### src/rtl/uart_alu_ctrl.sv
// ---------------------------------------------------------------------------
// uart_alu_ctrl
//
// Frame controller between a UART receiver, an ALU and a UART transmitter.
// It collects a 3-byte command frame (operand A, operand B, opcode) from the
// receiver byte stream and presents it to the ALU on registered outputs.
// It then captures the ALU result and hands it to the transmitter through a
// start/done handshake. It aborts a frame whose next byte is late, and it
// flags bytes that arrive while a result is still in flight.
//
// Ports
//   clk          in   system clock
//   reset        in   synchronous, active-high reset
//   rx_data      in   [N-1:0]    received byte, qualified by rx_valid
//   rx_valid     in   single-cycle pulse per received byte
//   alu_a        out  [N-1:0]    registered operand A
//   alu_b        out  [N-1:0]    registered operand B
//   alu_op       out  [OP_W-1:0] registered opcode (rx_data[OP_W-1:0])
//   alu_result   in   [N-1:0]    combinational ALU result
//   tx_data      out  [N-1:0]    registered byte for the transmitter
//   tx_start     out  single-cycle transmit request
//   tx_busy      in   transmitter currently sending
//   tx_done      in   single-cycle pulse, transmitter finished the byte
//   busy         out  high whenever the controller is not idle in WAIT_A
//   timeout_err  out  single-cycle pulse, frame aborted by inter-byte timeout
//   overrun_err  out  single-cycle pulse, byte dropped while not accepting
//
// Every output comes straight from a flop. The transmit decision is taken
// from the tx_busy value sampled at the same edge that raises tx_start.
// The request therefore appears in the cycle that follows the sampling edge.
// ---------------------------------------------------------------------------
module uart_alu_ctrl #(
  parameter int N              = 8,
  parameter int OP_W           = 6,
  parameter int TIMEOUT_CYCLES = 5000000
) (
  input  logic            clk,
  input  logic            reset,
  input  logic [N-1:0]    rx_data,
  input  logic            rx_valid,
  output logic [N-1:0]    alu_a,
  output logic [N-1:0]    alu_b,
  output logic [OP_W-1:0] alu_op,
  input  logic [N-1:0]    alu_result,
  output logic [N-1:0]    tx_data,
  output logic            tx_start,
  input  logic            tx_busy,
  input  logic            tx_done,
  output logic            busy,
  output logic            timeout_err,
  output logic            overrun_err
);

  localparam int            TW     = $clog2(TIMEOUT_CYCLES);
  localparam logic [TW-1:0] T_LAST = TW'(TIMEOUT_CYCLES - 1);

  typedef enum logic [2:0] {
    WAIT_A,
    WAIT_B,
    WAIT_OP,
    EXEC,
    SEND,
    WAIT_TX
  } state_e;

  state_e          state_q, state_d;
  logic [TW-1:0]   timer_q, timer_d;
  logic [N-1:0]    alu_a_q, alu_a_d;
  logic [N-1:0]    alu_b_q, alu_b_d;
  logic [OP_W-1:0] alu_op_q, alu_op_d;
  logic [N-1:0]    tx_data_q, tx_data_d;
  logic            tx_start_q, tx_start_d;
  logic            busy_q, busy_d;
  logic            timeout_err_q, timeout_err_d;
  logic            overrun_err_q, overrun_err_d;

  // Next-state and next-output logic.
  always_comb begin
    // NOTE: every signal gets a default before the case statement, so no
    // path can leave a signal unassigned and infer a latch.
    state_d       = state_q;
    timer_d       = timer_q;
    alu_a_d       = alu_a_q;
    alu_b_d       = alu_b_q;
    alu_op_d      = alu_op_q;
    tx_data_d     = tx_data_q;
    tx_start_d    = 1'b0;
    timeout_err_d = 1'b0;
    // The controller cannot accept a byte from EXEC until the result has
    // been sent, so any byte that arrives in that window is dropped.
    overrun_err_d = rx_valid &&
                    ((state_q == EXEC) || (state_q == SEND) || (state_q == WAIT_TX));

    unique case (state_q)
      WAIT_A: begin
        timer_d = '0;
        if (rx_valid) begin
          alu_a_d = rx_data;
          state_d = WAIT_B;
        end
      end

      WAIT_B: begin
        // A byte that arrives on the terminal cycle is accepted and no
        // timeout is raised.
        if (rx_valid) begin
          alu_b_d = rx_data;
          timer_d = '0;
          state_d = WAIT_OP;
        end else if (timer_q == T_LAST) begin
          timeout_err_d = 1'b1;
          timer_d       = '0;
          state_d       = WAIT_A;
        end else begin
          timer_d = timer_q + TW'(1);
        end
      end

      WAIT_OP: begin
        if (rx_valid) begin
          alu_op_d = rx_data[OP_W-1:0];
          timer_d  = '0;
          state_d  = EXEC;
        end else if (timer_q == T_LAST) begin
          timeout_err_d = 1'b1;
          timer_d       = '0;
          state_d       = WAIT_A;
        end else begin
          timer_d = timer_q + TW'(1);
        end
      end

      EXEC: begin
        // The operands have been stable on the ALU for this whole cycle.
        tx_data_d = alu_result;
        if (!tx_busy) begin
          tx_start_d = 1'b1;
          state_d    = WAIT_TX;
        end else begin
          state_d = SEND;
        end
      end

      SEND: begin
        if (!tx_busy) begin
          tx_start_d = 1'b1;
          state_d    = WAIT_TX;
        end
      end

      WAIT_TX: begin
        if (tx_done) begin
          state_d = WAIT_A;
        end
      end

      default: begin
        state_d = WAIT_A;
      end
    endcase

    busy_d = (state_d != WAIT_A);
  end

  // State and output registers.
  always_ff @(posedge clk) begin
    // NOTE: sequential state uses non-blocking assignments only, so every
    // flop samples the values from before this clock edge.
    if (reset) begin
      state_q       <= WAIT_A;
      timer_q       <= '0;
      alu_a_q       <= '0;
      alu_b_q       <= '0;
      alu_op_q      <= '0;
      tx_data_q     <= '0;
      tx_start_q    <= 1'b0;
      busy_q        <= 1'b0;
      timeout_err_q <= 1'b0;
      overrun_err_q <= 1'b0;
    end else begin
      state_q       <= state_d;
      timer_q       <= timer_d;
      alu_a_q       <= alu_a_d;
      alu_b_q       <= alu_b_d;
      alu_op_q      <= alu_op_d;
      tx_data_q     <= tx_data_d;
      tx_start_q    <= tx_start_d;
      busy_q        <= busy_d;
      timeout_err_q <= timeout_err_d;
      overrun_err_q <= overrun_err_d;
    end
  end

  assign alu_a       = alu_a_q;
  assign alu_b       = alu_b_q;
  assign alu_op      = alu_op_q;
  assign tx_data     = tx_data_q;
  assign tx_start    = tx_start_q;
  assign busy        = busy_q;
  assign timeout_err = timeout_err_q;
  assign overrun_err = overrun_err_q;

endmodule

### config.mk
export PLATFORM = sky130hd
export DESIGN_NAME = uart_alu_ctrl
export DESIGN_NICKNAME = d
export VERILOG_FILES = /design/src/rtl/uart_alu_ctrl.sv
export SDC_FILE = /design/constraint.sdc
export NUM_CORES = 1
export LEC_CHECK = 0
export ABC_CLOCK_PERIOD_IN_PS = 2000
export BUFFER_PORTS_ARGS = -buffer_cell sky130_fd_sc_hd__buf_2
export CAP_MARGIN = 5
export CORE_ASPECT_RATIO = 0.8
export CORE_UTILIZATION = 35
export DETAILED_ROUTE_END_ITERATION = 10
export GPL_TIMING_DRIVEN = 0
export PLACE_DENSITY = 0.57
export SYNTH_ARGS = -nofsm -noshare
export SYNTH_HDL_FRONTEND = slang
export SYNTH_SLANG_ARGS = --single-unit
### constraint.sdc
create_clock -name clk -period 2 [get_ports clk]
set_input_delay 0.2 -clock clk [delete_from_list [all_inputs] [get_ports clk]]
set_output_delay 0.2 -clock clk [all_outputs]
set_load 0.01 [all_outputs]
After elaboration in Yosys (flattened, before gate mapping)
Cells that the tools add are included.
{"block": "word_totals", "reg_bits": 60, "word_cells": 45, "inputBits": 21, "output_inout_bits": 34}
{"block": "classes", "bitwise": 2, "n_mux": 13, "n_reduce_logical": 13, "eq_ne": 6, "addsub": 1}
{"op": "23-bit two-way mux", "count": 2}
{"op": "23-bit one-hot mux with 2 select lines", "count": 1}
{"op": "23-bit by 1-bit adder with 23-bit output (second input constant)", "count": 1}
{"op": "23-bit == test (second input constant)", "count": 1}
{"op": "3-bit two-way mux", "count": 6}
{"op": "3-bit one-hot mux with 6 select lines", "count": 1}
{"op": "3-bit by 2-bit == test with 1-bit output (second input constant)", "count": 2}
{"op": "3-bit == test (second input constant)", "count": 2}
{"op": "2-bit AND reduction", "count": 3}
{"op": "2-bit OR reduction", "count": 3}
{"op": "3-bit by 1-bit == test with 1-bit output (second input constant)", "count": 1}
{"op": "3-bit zero test", "count": 1}
{"op": "1-bit two-way mux", "count": 3}
{"op": "3-bit nonzero test", "count": 1}
{"op": "3-bit OR reduction", "count": 1}
{"op": "1-bit logical OR", "count": 2}
{"op": "1-bit inverter", "count": 2}
{"op": "2-bit nonzero test", "count": 1}
{"op": "1-bit logical AND", "count": 1}

Depth between registers and ports, before layout
Gate-level depths: netlist of run 1.
{"block": "logic_depth", "ltp_word": 5, "depth_mapped": 8}

Least setup slack after synthesis of run 1
No wires, ideal clock.
{"block": "synth_timing", "kind": "reg2reg", "start": "reg timer_q[0]", "end": "reg timer_q[15]", "period_less_slack_ns": 1.876, "path_stages_with_launch": 8, "path_buffers": 1, "arrival_time_ns": 1.801, "slack_ns": 0.124, "path_cell_list": "dfxtp_1 ha_1 nor3b_1 and4_1 clkbuf_1 a21oi_1 or3b_1 a31oi_1"}
{"block": "synth_via", "elab_chain_len": 4, "elab_cells_between_ends": 5, "cone_classes": "add/sub (1); eq/ne (1); mux (3)"}
{"item": "start: declaration", "line_no": "67", "source": "logic [TW-1:0] timer_q, timer_d;"}
{"item": "start signal: assignment", "line_no": "182", "source": "timer_q <= timer_d;"}
{"item": "23-bit by 1-bit adder with 23-bit output or 23-bit == test (tied branches)"}
{"item": "23-bit two-way mux *", "line_no": "110, 124"}
{"item": "23-bit two-way mux *", "line_no": "120", "source": "if (rx_valid) begin"}
{"item": "23-bit one-hot mux with 2 select lines *", "line_no": "94", "source": "unique case (state_q)"}
Every way passes the cells marked *; elsewhere a longest branch is shown, timed or not.
A chain may end at the register's enable or synchronous reset.

Final worst setup path of run 1
{"block": "layout_timing", "start": "reg timer_q[2]", "end": "reg timer_q[15]"}
Same word-level chain as after synthesis.

==> impl_results.md, run 1 <==
- Status: finished with violations
- Failing checks: DRC
- Layout Nets: 401
- Number of antenna violations at the first check in global routing: 0
- VDD IR-drop max: 0.387 mV
- Syn-to-layout area delta: 27.5%
- RR Endpoint: timer_q[15]$_SDFFE_PP0P_
- Most frequent cells in the layout: nand2_1, dfxtp_1, buf_2
- Unrepaired setup endpoints after global routing: no
- Netlist cell types: 46
- Count of pins over their slew limit: 0
- Worst clock skew: 0.00727 ns
- Slew headroom: 54.9%
- Setup WS pre-CTS: -0.289 ns
- Commonest non-fill, non-tap cell in the layout: nand2_1
- Final setup viols: 0
- Syn_nets: 336
- Chip height: 78.7 um
- Synth area leader: dfxtp_1
- Antenna cell count: 0
- Hpwl dp: 4460 um
- Critical path's slowest cell: or4_4
- R2R Setup Slk: 0.11 ns
- Hold_ws: 0.0783 ns
- Worst Max-Slew Pin Slew: 0.673 ns
- Leak pwr: 1.25 nW
- Seq cells post-synth: 60
- Post-synth EDFFs: 0
- Via count: 2,387
- Max Clk Rate: 529 MHz
- Width of the chip: 97.8 um
- Initial Util: 36.8%
- Routed wire length per instance: 13.4 um
- R2r startpoint: timer_q[2]$_SDFFE_PP0P_
- DR iter-0 viols: 123
- Row cnt: 27
- Crit. End Element: register
- GRT Overall Usage: 17.0%
- Clock Path Buffers: 2
- Die area: 7690 um2
- Mapped Cells: 314
- PwrDens: 1010 nW/um2
- Hold Crit Start: tx_busy
- Synth Area in Adders: 0.487%
- Top-area cell type share of the netlist area: 46.7%
- First-pass GRT wire length: 10,400 um
- Mean post-synth cell area: 8.19 um2
- Largest net degree at the start of global routing: 11
- Port Buf Inserts: 53
- I/O pin count: 55
- Ys Warns: 0
- Pre-antenna DRT Iters: 8
- Clk_lat worst skew: 0.33 ns
- CP Max Fanout: 5
- Share of the yosys chip area belonging to registers: 46.7%
- Crit path buf inv count: 0
- Worst r2r path cells: 5
- Final core utilization: 46.9%
- Largest family of logic cells by synthesized area: simple AND/OR/NAND/NOR gates
- Share of synthesized area spent on multiplexers: 2.73%
- Max-Cap Viols: 0
- Depth of the CTS H-tree: 3
- Hold depth: 2
- Post-Synth XOR/XNOR Area: 4.43%
- CTS tree: built
- Setup ws final: 0.109 ns
- CP arrival: 2.15 ns
- Asr flop ratio synth: 0%
- Critical Path RT: 2.26 ns
- Final worst-path cycle share: 94.6%
- Simple-gate share of the synthesized area: 30.4%
- Layout cell share with drive strength beyond 1: 25.0%
- Crit-path cells: and3_2 -> nand3_1 -> or4_4 -> or3b_1 -> a31oi_1
- CTS root buffer: clkbuf_8
- Clock sink total: 60
- Synthesized area: 2570 um2
- Hold EP: tx_start$_SDFF_PP0_
- Hold Buf Count CTS: 0
- Via density: 5.07
- Worst-path clk slew: 0.07 ns
- Post-detailed-routing wire length: 6300 um
- Hold Path Class: in2reg
- Family with the most delay on the worst path: simple AND/OR/NAND/NOR gates
- Compound-gate portion of the synthesized area: 12.6%
- GRT overflow: 0
- Main synth FF type: dfxtp_1
- Worst setup SP type: register
- DRC Markers: 8
- Post-DRT Antenna Nets: 0
- Tmin final: 1.89 ns
- Num CTS Buffers: 9
- Synth top area cells: dfxtp_1, nand2_1, a21oi_1
- Core box area: 6990 um2
- Final hold violations: 0
- WS Path Type: reg2reg
- Biggest cell delay along the critical path: 0.56 ns
- Number of global-route vias before repair: 2,137
- RePlAce Congestion: 0.860
## state kept, by name, indices dropped and copies added, names as in the netlist
| name | cells |
|---|---|
| timer_q | 23 |
| alu_a | 8 |
| alu_b | 8 |
| tx_data | 8 |
| alu_op | 6 |
| state_q | 3 |
| busy | 1 |
| overrun_err | 1 |
| timeout_err | 1 |
| tx_start | 1 |
## cells in the mapped netlist (6+ instances only)
library cell,n
nand2_1,71
nand3_1,9
xor2_1,6
nor2_1,32
nor3_1,6
dfxtp_1,60
mux2i_1,7
clkbuf_1,8
a21oi_1,34
nand4_1,9
a31oi_1,7
xnor2_1,7
o21ai_0,7
## cell type report
class                      instances  area, um2
tap                               87        109
timing repair buffer              55        280
inverter                           3       11.3
clock inverter                     4       95.1
multi-input combinational        237       1370
clock buffer                      12        155
buffer                            13       57.6
fill                             711       3710
sequential                        60       1200
## kinds of logic after synthesis
| logic type | count (synthesis) |
|---|---|
| simple gates | 159 |
| flops | 60 |
| compound gates | 57 |
| buf+inv | 17 |
| xor+xnor | 13 |
| mux | 7 |
| fa+ha+maj | 1 |
## worst max-delay path by stage
stage	start	endpoint	slack, ns	cells after the start
4_1_cts	timer_q[5]$_SDFFE_PP0P_	timer_q[15]$_SDFFE_PP0P_	0.004	5
3_3_place_gp	timer_q[0]$_SDFFE_PP0P_	timer_q[22]$_SDFFE_PP0P_	-0.32	6
6_report	timer_q[2]$_SDFFE_PP0P_	timer_q[15]$_SDFFE_PP0P_	0.11	5
5_1_grt	timer_q[0]$_SDFFE_PP0P_	timer_q[18]$_SDFFE_PP0P_	0.02	7
3_5_place_dp	timer_q[0]$_SDFFE_PP0P_	timer_q[22]$_SDFFE_PP0P_	-0.29	6
2_1_floorplan	timer_q[0]$_SDFFE_PP0P_	timer_q[15]$_SDFFE_PP0P_	0.12	7
## stage by stage
stage,cell area (um2),power [mW],instances,TNS (ns)
5_1_grt,3280,3.49,471,0
3_5_place_dp,2950,1.97,454,-2.43
6_report,3280,3.32,471,0
2_1_floorplan,2570,1.76,314,0
4_1_cts,3220,3.35,469,0
3_3_place_gp,2950,1.96,454,-2.30
## repair_timing
item                       CTS  global route
cloned                       0             0
buffers inserted             0             2
pin swaps                    0             2
setup endpoints to repair   18            31
resized for setup            6            14
## layer usage
metal	vias up	GRT usage, %	wire length [um]
met3	2	6.32	331
li1	1225	-	-
met5	-	0	0
met1	1105	23.9	3240
met4	0	4.09	23
met2	55	24.4	2710
## power by group
part           internal [mW]  leakage [nW]  switching, mW
combinational          0.236         0.631          0.392
sequential              1.29         0.488         0.0477
clock                  0.895         0.127          0.459
total                   2.42          1.25          0.899
Note: power is estimated with default switching activity, not from simulation.
==> inputs of run 2 (changes only) <==
--- a/config.mk
+++ b/config.mk
@@ -12,7 +12,6 @@
 export CORE_UTILIZATION = 35
 export DETAILED_ROUTE_END_ITERATION = 10
 export GPL_TIMING_DRIVEN = 0
-export PLACE_DENSITY = 0.57
 export SYNTH_ARGS = -nofsm -noshare
 export SYNTH_HDL_FRONTEND = slang
 export SYNTH_SLANG_ARGS = --single-unit
==> run 2 against run 1 <==
The run still ends with DRC left. Sequential power about the same. Largest cell class unchanged. Via count is 3.3% higher. Highest routed layer unchanged. Fmax down 1.4%.
==> impl_results.md, run 2 (synthesis results as in run 1) <==
- Hold Buf Count CTS: 0 (unchanged)
- Initial Util: 36.8% (unchanged)
- WS Path Type: reg2reg
- Final hold violations: 0 (unchanged)
- Final setup viols: 0 (unchanged)
- Tmin final: 1.92 ns (+0.0268 ns)
- I/O pin count: 55 (unchanged)
- DRC Markers: 4 (-4)
- R2r startpoint: timer_q[2]$_SDFFE_PP0P_
- Slew headroom: 55.9% (+0.99 points)
- CTS tree: built
- Count of pins over their slew limit: 0 (unchanged)
- Number of global-route vias before repair: 2,213 (+3.6%)
- Hold Path Class: in2reg
- DR iter-0 viols: 113 (-8.1%)
- Post-detailed-routing wire length: 6490 um (+3.1%)
- Total Power: 3.20 mW (-3.6%)
- Biggest register: timer_q
- Hpwl dp: 4590 um (+2.8%)
- VDD IR-drop max: 0.432 mV (+12%)
- Die area: 7690 um2 (unchanged)
- Depth of the CTS H-tree: 3 (unchanged)
- Row cnt: 27 (unchanged)
- Leak pwr: 1.24 nW (-0.20%)
- Width of the chip: 97.8 um (unchanged)
- CP Max Fanout: 5 (unchanged)
- Hold Crit Start: tx_busy
- CTS root buffer: clkbuf_8
- Core box area: 6990 um2 (unchanged)
- Clk_lat worst skew: 0.34 ns (about the same)
- RePlAce Congestion: 0.859 (-0.12%)
- Final setup TNS: 0 ns (unchanged)
- Layout Nets: 406 (+1.2%)
- First-pass GRT wire length: 10,900 um (+5.2%)
- Final worst-path cycle share: 95.9% (+1.3 points)
- Worst Max-Slew Pin Slew: 0.657 ns (-0.0155 ns)
- Num CTS Buffers: 9 (unchanged)
- Status: finished with violations
- Clock Path Buffers: 2 (unchanged)
- Layout cell share with drive strength beyond 1: 26.2% (+1.2 points)
- Register area: 1210 um2 (+0.31%)
- Antenna cell count: 0 (unchanged)
- Syn-to-layout area delta: 28.0%
- Worst setup SP type: register
- Largest register FFs: 23 (unchanged)
- Via density: 5.18 (+2.2%)
- Most frequent cells in the layout: nand2_1, dfxtp_1, buf_2
- Worst clock skew: 0.00951 ns (+0.00225 ns)
- Crit. End Element: register
- Chip height: 78.7 um (unchanged)
- Clock sink total: 60 (unchanged)
- Max Clk Rate: 521 MHz (-1.4%)
- Largest net degree at the start of global routing: 13 (+2)
- Multi-input gate area: 1360 um2 (-0.18%)
- Unrepaired setup endpoints after global routing: yes
- Routed wire length per instance: 13.6 um (+2.0%)
- Max-Cap Viols: 0 (unchanged)
- Final core utilization: 47.1% (+0.16 points)
- GRT overflow: 0 (unchanged)
- CP arrival: 2.13 ns (-0.02 ns)
- Worst-path clk slew: 0.07 ns (about the same)
- Port Buf Inserts: 53 (unchanged)
- Post-DRT Antenna Nets: 0 (unchanged)
- Failing checks: DRC
- Commonest non-fill, non-tap cell in the layout: nand2_1
- Via count: 2,466 (+3.3%)
- Number of antenna violations at the first check in global routing: 0 (unchanged)
- Pre-antenna DRT Iters: 8 (unchanged)
- CP startpoint: timer_q[2]$_SDFFE_PP0P_
- Fillers: 705 (-0.84%)
- GRT Overall Usage: 17.9% (+0.89 points)
- PwrDens: 972 nW/um2 (-4.0%)
- Critical Path RT: 2.22 ns (-0.04 ns)
==> run 2: worst max-delay path, cell delays in order (launching register included) <==
cell	delay [ns]
dfxtp_1	0.40
nand3_1	0.24
or4_4	0.63
o31a_2	0.29
o21ai_0	0.14
o21ai_0	0.09
==> run 2: cell type report <==
class | instances | area share [%]
Sequential cell | 60 | 36.7
Timing Repair Buffer | 60 | 9.66
Buffer | 13 | 1.71
Tap cell | 87 | 3.31
Clock inverter | 7 | 3.04
Clock buffer | 9 | 3.76
Multi-Input combinational cell | 237 | 41.4
Inverter | 3 | 0.342
==> run 2: timing repair <==
action / in CTS / in global routing
pin swaps: 0 / 2
buffers inserted: 0 / 7
gates resized for setup: 7 / 13
setup endpoints to repair: 19 / 28
==> run 2: worst paths after layout <==
path / endpoint / slack [ns] / depth (start not counted)
setup / recovery: timer_q[19]$_SDFFE_PP0P_ / 0.08 / 5
hold / removal: tx_start$_SDFF_PP0_ / 0.06 / 2
setup reg to reg: timer_q[19]$_SDFFE_PP0P_ / 0.08 / 5
hold reg to reg: alu_a[4]$_SDFFE_PP0P_ / 0.45 / 2
==> run 2: report_power, final <==
| part | leakage [nW] | switching [mW] | internal [mW] |
|---|---|---|---|
| sequential | 0.489 | 0.0430 | 1.29 |
| combinational | 0.652 | 0.411 | 0.243 |
| clock | 0.102 | 0.507 | 0.707 |
==> run 2: metal layers <==
layer  up-vias  global-route usage, %  share of wire [%]
met4         0                   5.30                1.4
met1      1152                   25.6                 49
met5         -                      0                  0
met2        71                   25.8                 44
met3         9                   5.08                5.2
li1       1234                      -                  -
==> run 2: through the flow <==
step	std cells	area (um2)	hold slack [ns]	setup slack (ns)
2_1_floorplan	314	2570	0.279	0.124
3_3_place_gp	454	2950	0.400	-0.343
3_5_place_dp	454	2950	0.403	-0.346
4_1_cts	469	3200	0.0464	0.0133
5_1_grt	476	3290	0.0469	-0.0348
6_report	476	3290	0.0587	0.0819
==> inputs of run 3 (changes only) <==
--- a/config.mk
+++ b/config.mk
@@ -12,6 +12,7 @@
 export CORE_UTILIZATION = 35
 export DETAILED_ROUTE_END_ITERATION = 10
 export GPL_TIMING_DRIVEN = 0
+export REMOVE_ABC_BUFFERS = 1
 export SYNTH_ARGS = -nofsm -noshare
 export SYNTH_HDL_FRONTEND = slang
 export SYNTH_SLANG_ARGS = --single-unit
==> run 3 against run 2 <==
The flow still finishes with violations (DRC). Clock power is 23% lower. Core utilization is 2.0 points lower. Die area did not move. Combinational power fell by 14%. Non-clock buffer count decreased by 17. Register-to-register slack about the same. Global-route usage decreased by 1.5 points. Sequential share of layout area rose by 1.6 points. Critical path type unchanged. Largest cell class unchanged. Highest routed layer unchanged.
==> impl_results.md, run 3 (synthesis results as in run 1) <==
- Status: finished with violations
- Failing checks: DRC
- Leak pwr: 1.18 nW (-5.4%)
- Final hold violations: 0 (unchanged)
- Max-Cap Viols: 0 (unchanged)
- Hpwl dp: 4150 um (-9.6%)
- Worst Max-Slew Pin Slew: 0.724 ns (+0.0670 ns)
- Hold Crit Start: tx_busy
- Setup WS pre-CTS: -0.237 ns (+0.108 ns)
- Tmin final: 1.91 ns (-0.00359 ns)
- Clk_lat worst skew: 0.33 ns (about the same)
- CP arrival: 2.17 ns (+0.04 ns)
- Commonest non-fill, non-tap cell in the layout: nand2_1
- Via density: 5.14 (-0.71%)
- Hold depth: 2 (unchanged)
- Critical Path RT: 2.25 ns (+0.03 ns)
- Die area: 7690 um2 (unchanged)
- I/O pin count: 55 (unchanged)
- First-pass GRT wire length: 9970 um (-8.8%)
- GRT overflow: 0 (unchanged)
- Num CTS Buffers: 9 (unchanged)
- Worst clock skew: 0.00753 ns (-0.00198 ns)
- GR Util met3: 4.90% (-0.18 points)
- Largest register FFs: 23 (unchanged)
- Layout cell share with drive strength beyond 1: 25.3% (-0.95 points)
- Layout Nets: 389 (-4.2%)
- Final worst-path cycle share: 95.7% (-0.18 points)
- Met2 usage: 24.4% (-1.3 points)
- Largest net degree at the start of global routing: 42 (+29)
- Post-DRT Antenna Nets: 0 (unchanged)
- Clock Path Buffers: 2 (unchanged)
- Layout Cells excl Fill: 459 (-3.6%)
- CTS tree: built
- Antenna cell count: 0 (unchanged)
- Worst-path clk slew: 0.07 ns (about the same)
- Final setup viols: 0 (unchanged)
- R2R Setup Slk: 0.09 ns (about the same)
- Number of antenna violations at the first check in global routing: 0 (unchanged)
- Row cnt: 27 (unchanged)
- GRT Overall Usage: 16.4% (-1.5 points)
- Max Clk Rate: 522 MHz (+0.19%)
- DR iter-0 viols: 155 (+37%)
- Setup ws final: 0.0855 ns (+0.00359 ns)
- CP Max Fanout: 7 (+2)
- Most frequent cells in the layout: nand2_1, dfxtp_1, buf_2
- Core box area: 6990 um2 (unchanged)
- Inst Count DP: 441 (-2.9%)
- WS Path Type: reg2reg
- Routed wire length per instance: 13.2 um (-3.2%)
- PwrDens: 910 nW/um2 (-6.4%)
- R2r startpoint: timer_q[7]$_SDFFE_PP0P_
- Width of the chip: 97.8 um (unchanged)
- Hold Path Class: in2reg
- Slew headroom: 51.7% (-4.2 points)
- CTS root buffer: clkbuf_8
- Pre-antenna DRT Iters: 8 (unchanged)
- Post-detailed-routing wire length: 6060 um (-6.7%)
- Count of pins over their slew limit: 0 (unchanged)
- Register area: 1210 um2 (-0.10%)
- Hold_ws: 0.0755 ns (+0.0168 ns)
- Multi-input gate area: 1370 um2 (+0.37%)
- Hold Buf Count CTS: 0 (unchanged)
- DRC Markers: 9 (+5)
- Chip height: 78.7 um (unchanged)
- Number of global-route vias before repair: 2,111 (-4.6%)
- RePlAce Congestion: 0.821 (-4.4%)
- Depth of the CTS H-tree: 3 (unchanged)
- RR Endpoint: timer_q[15]$_SDFFE_PP0P_
- Port Buf Inserts: 54 (+1.9%)
- Hold EP: tx_start$_SDFF_PP0_
- VDD IR-drop max: 0.406 mV (-6.0%)
- Initial Util: 36.8% (unchanged)
- Syn-to-layout area delta: 22.5%
- Worst r2r path cells: 5 (unchanged)
- GR peak layer: met2
- Fillers: 687 (-2.6%)
- Via count: 2,361 (-4.3%)
- Biggest register: timer_q
- Worst setup SP type: register
- Clock sink total: 60 (unchanged)
- Crit. End Element: register
- Met1 Usage GRT: 22.3% (-3.4 points)
## run 3: cell types whose count changed in the layout (fill, tap and decap cells not counted), sizes merged
cell / change
clkinv: +2
clkbuf: -7
inv: -1
bufinv: -2
buf: -9
## run 3: layer usage
metal / up-vias / share of wire, %
li1: 1198 / -
met1: 1091 / 50
met2: 68 / 44
met3: 4 / 5.8
met4: 0 / 0.59
met5: - / 0
## run 3: through the flow
step           TNS [ns]  utilization [%]  cell area [um2]  power [mW]
6_report              0             45.1             3150        2.87
5_1_grt        -0.00280             45.1             3150        3.04
4_1_cts               0             44.3             3100        2.89
3_5_place_dp      -2.16             41.4             2890        1.94
3_3_place_gp      -1.99             41.4             2890        1.93
2_1_floorplan         0                -             2510        1.73
## run 3: worst max-delay path by stage
stage                            start                       end  cells after the start
4_1_cts        timer_q[0]$_SDFFE_PP0P_  timer_q[15]$_SDFFE_PP0P_                      6
2_1_floorplan  timer_q[5]$_SDFFE_PP0P_  timer_q[15]$_SDFFE_PP0P_                      5
3_5_place_dp   timer_q[0]$_SDFFE_PP0P_  timer_q[22]$_SDFFE_PP0P_                      6
6_report       timer_q[7]$_SDFFE_PP0P_  timer_q[15]$_SDFFE_PP0P_                      5
3_3_place_gp   timer_q[0]$_SDFFE_PP0P_  timer_q[22]$_SDFFE_PP0P_                      6
5_1_grt        timer_q[2]$_SDFFE_PP0P_  timer_q[19]$_SDFFE_PP0P_                      5
## run 3: final cells by class
cell class                 instances  area share (%)
multi-input combinational        237            43.4
sequential                        60            38.3
timing repair buffer              56            9.05
clock buffer                      10            4.05
tap                               87            3.46
clock inverter                     6            1.31
inverter                           3           0.357
## run 3: critical path, stage by stage (launching register included)
cell,delay (ns)
dfxtp_2,0.37
and3_4,0.22
nand4_4,0.16
or4_4,0.57
or3b_1,0.36
a31oi_1,0.15
## run 3: repair_timing
item,in CTS,in global routing
buffers inserted,2,0
endpoints found under the setup margin,22,15
pin swaps,1,1
resized for setup,4,15
gates cloned,0,0
## run 3: report_power, final
group | leakage [nW] | internal [mW] | total, mW | switching (mW)
combinational | 0.609 | 0.218 | 0.562 | 0.344
clock | 0.0783 | 0.446 | 0.930 | 0.483
sequential | 0.489 | 1.29 | 1.38 | 0.0863
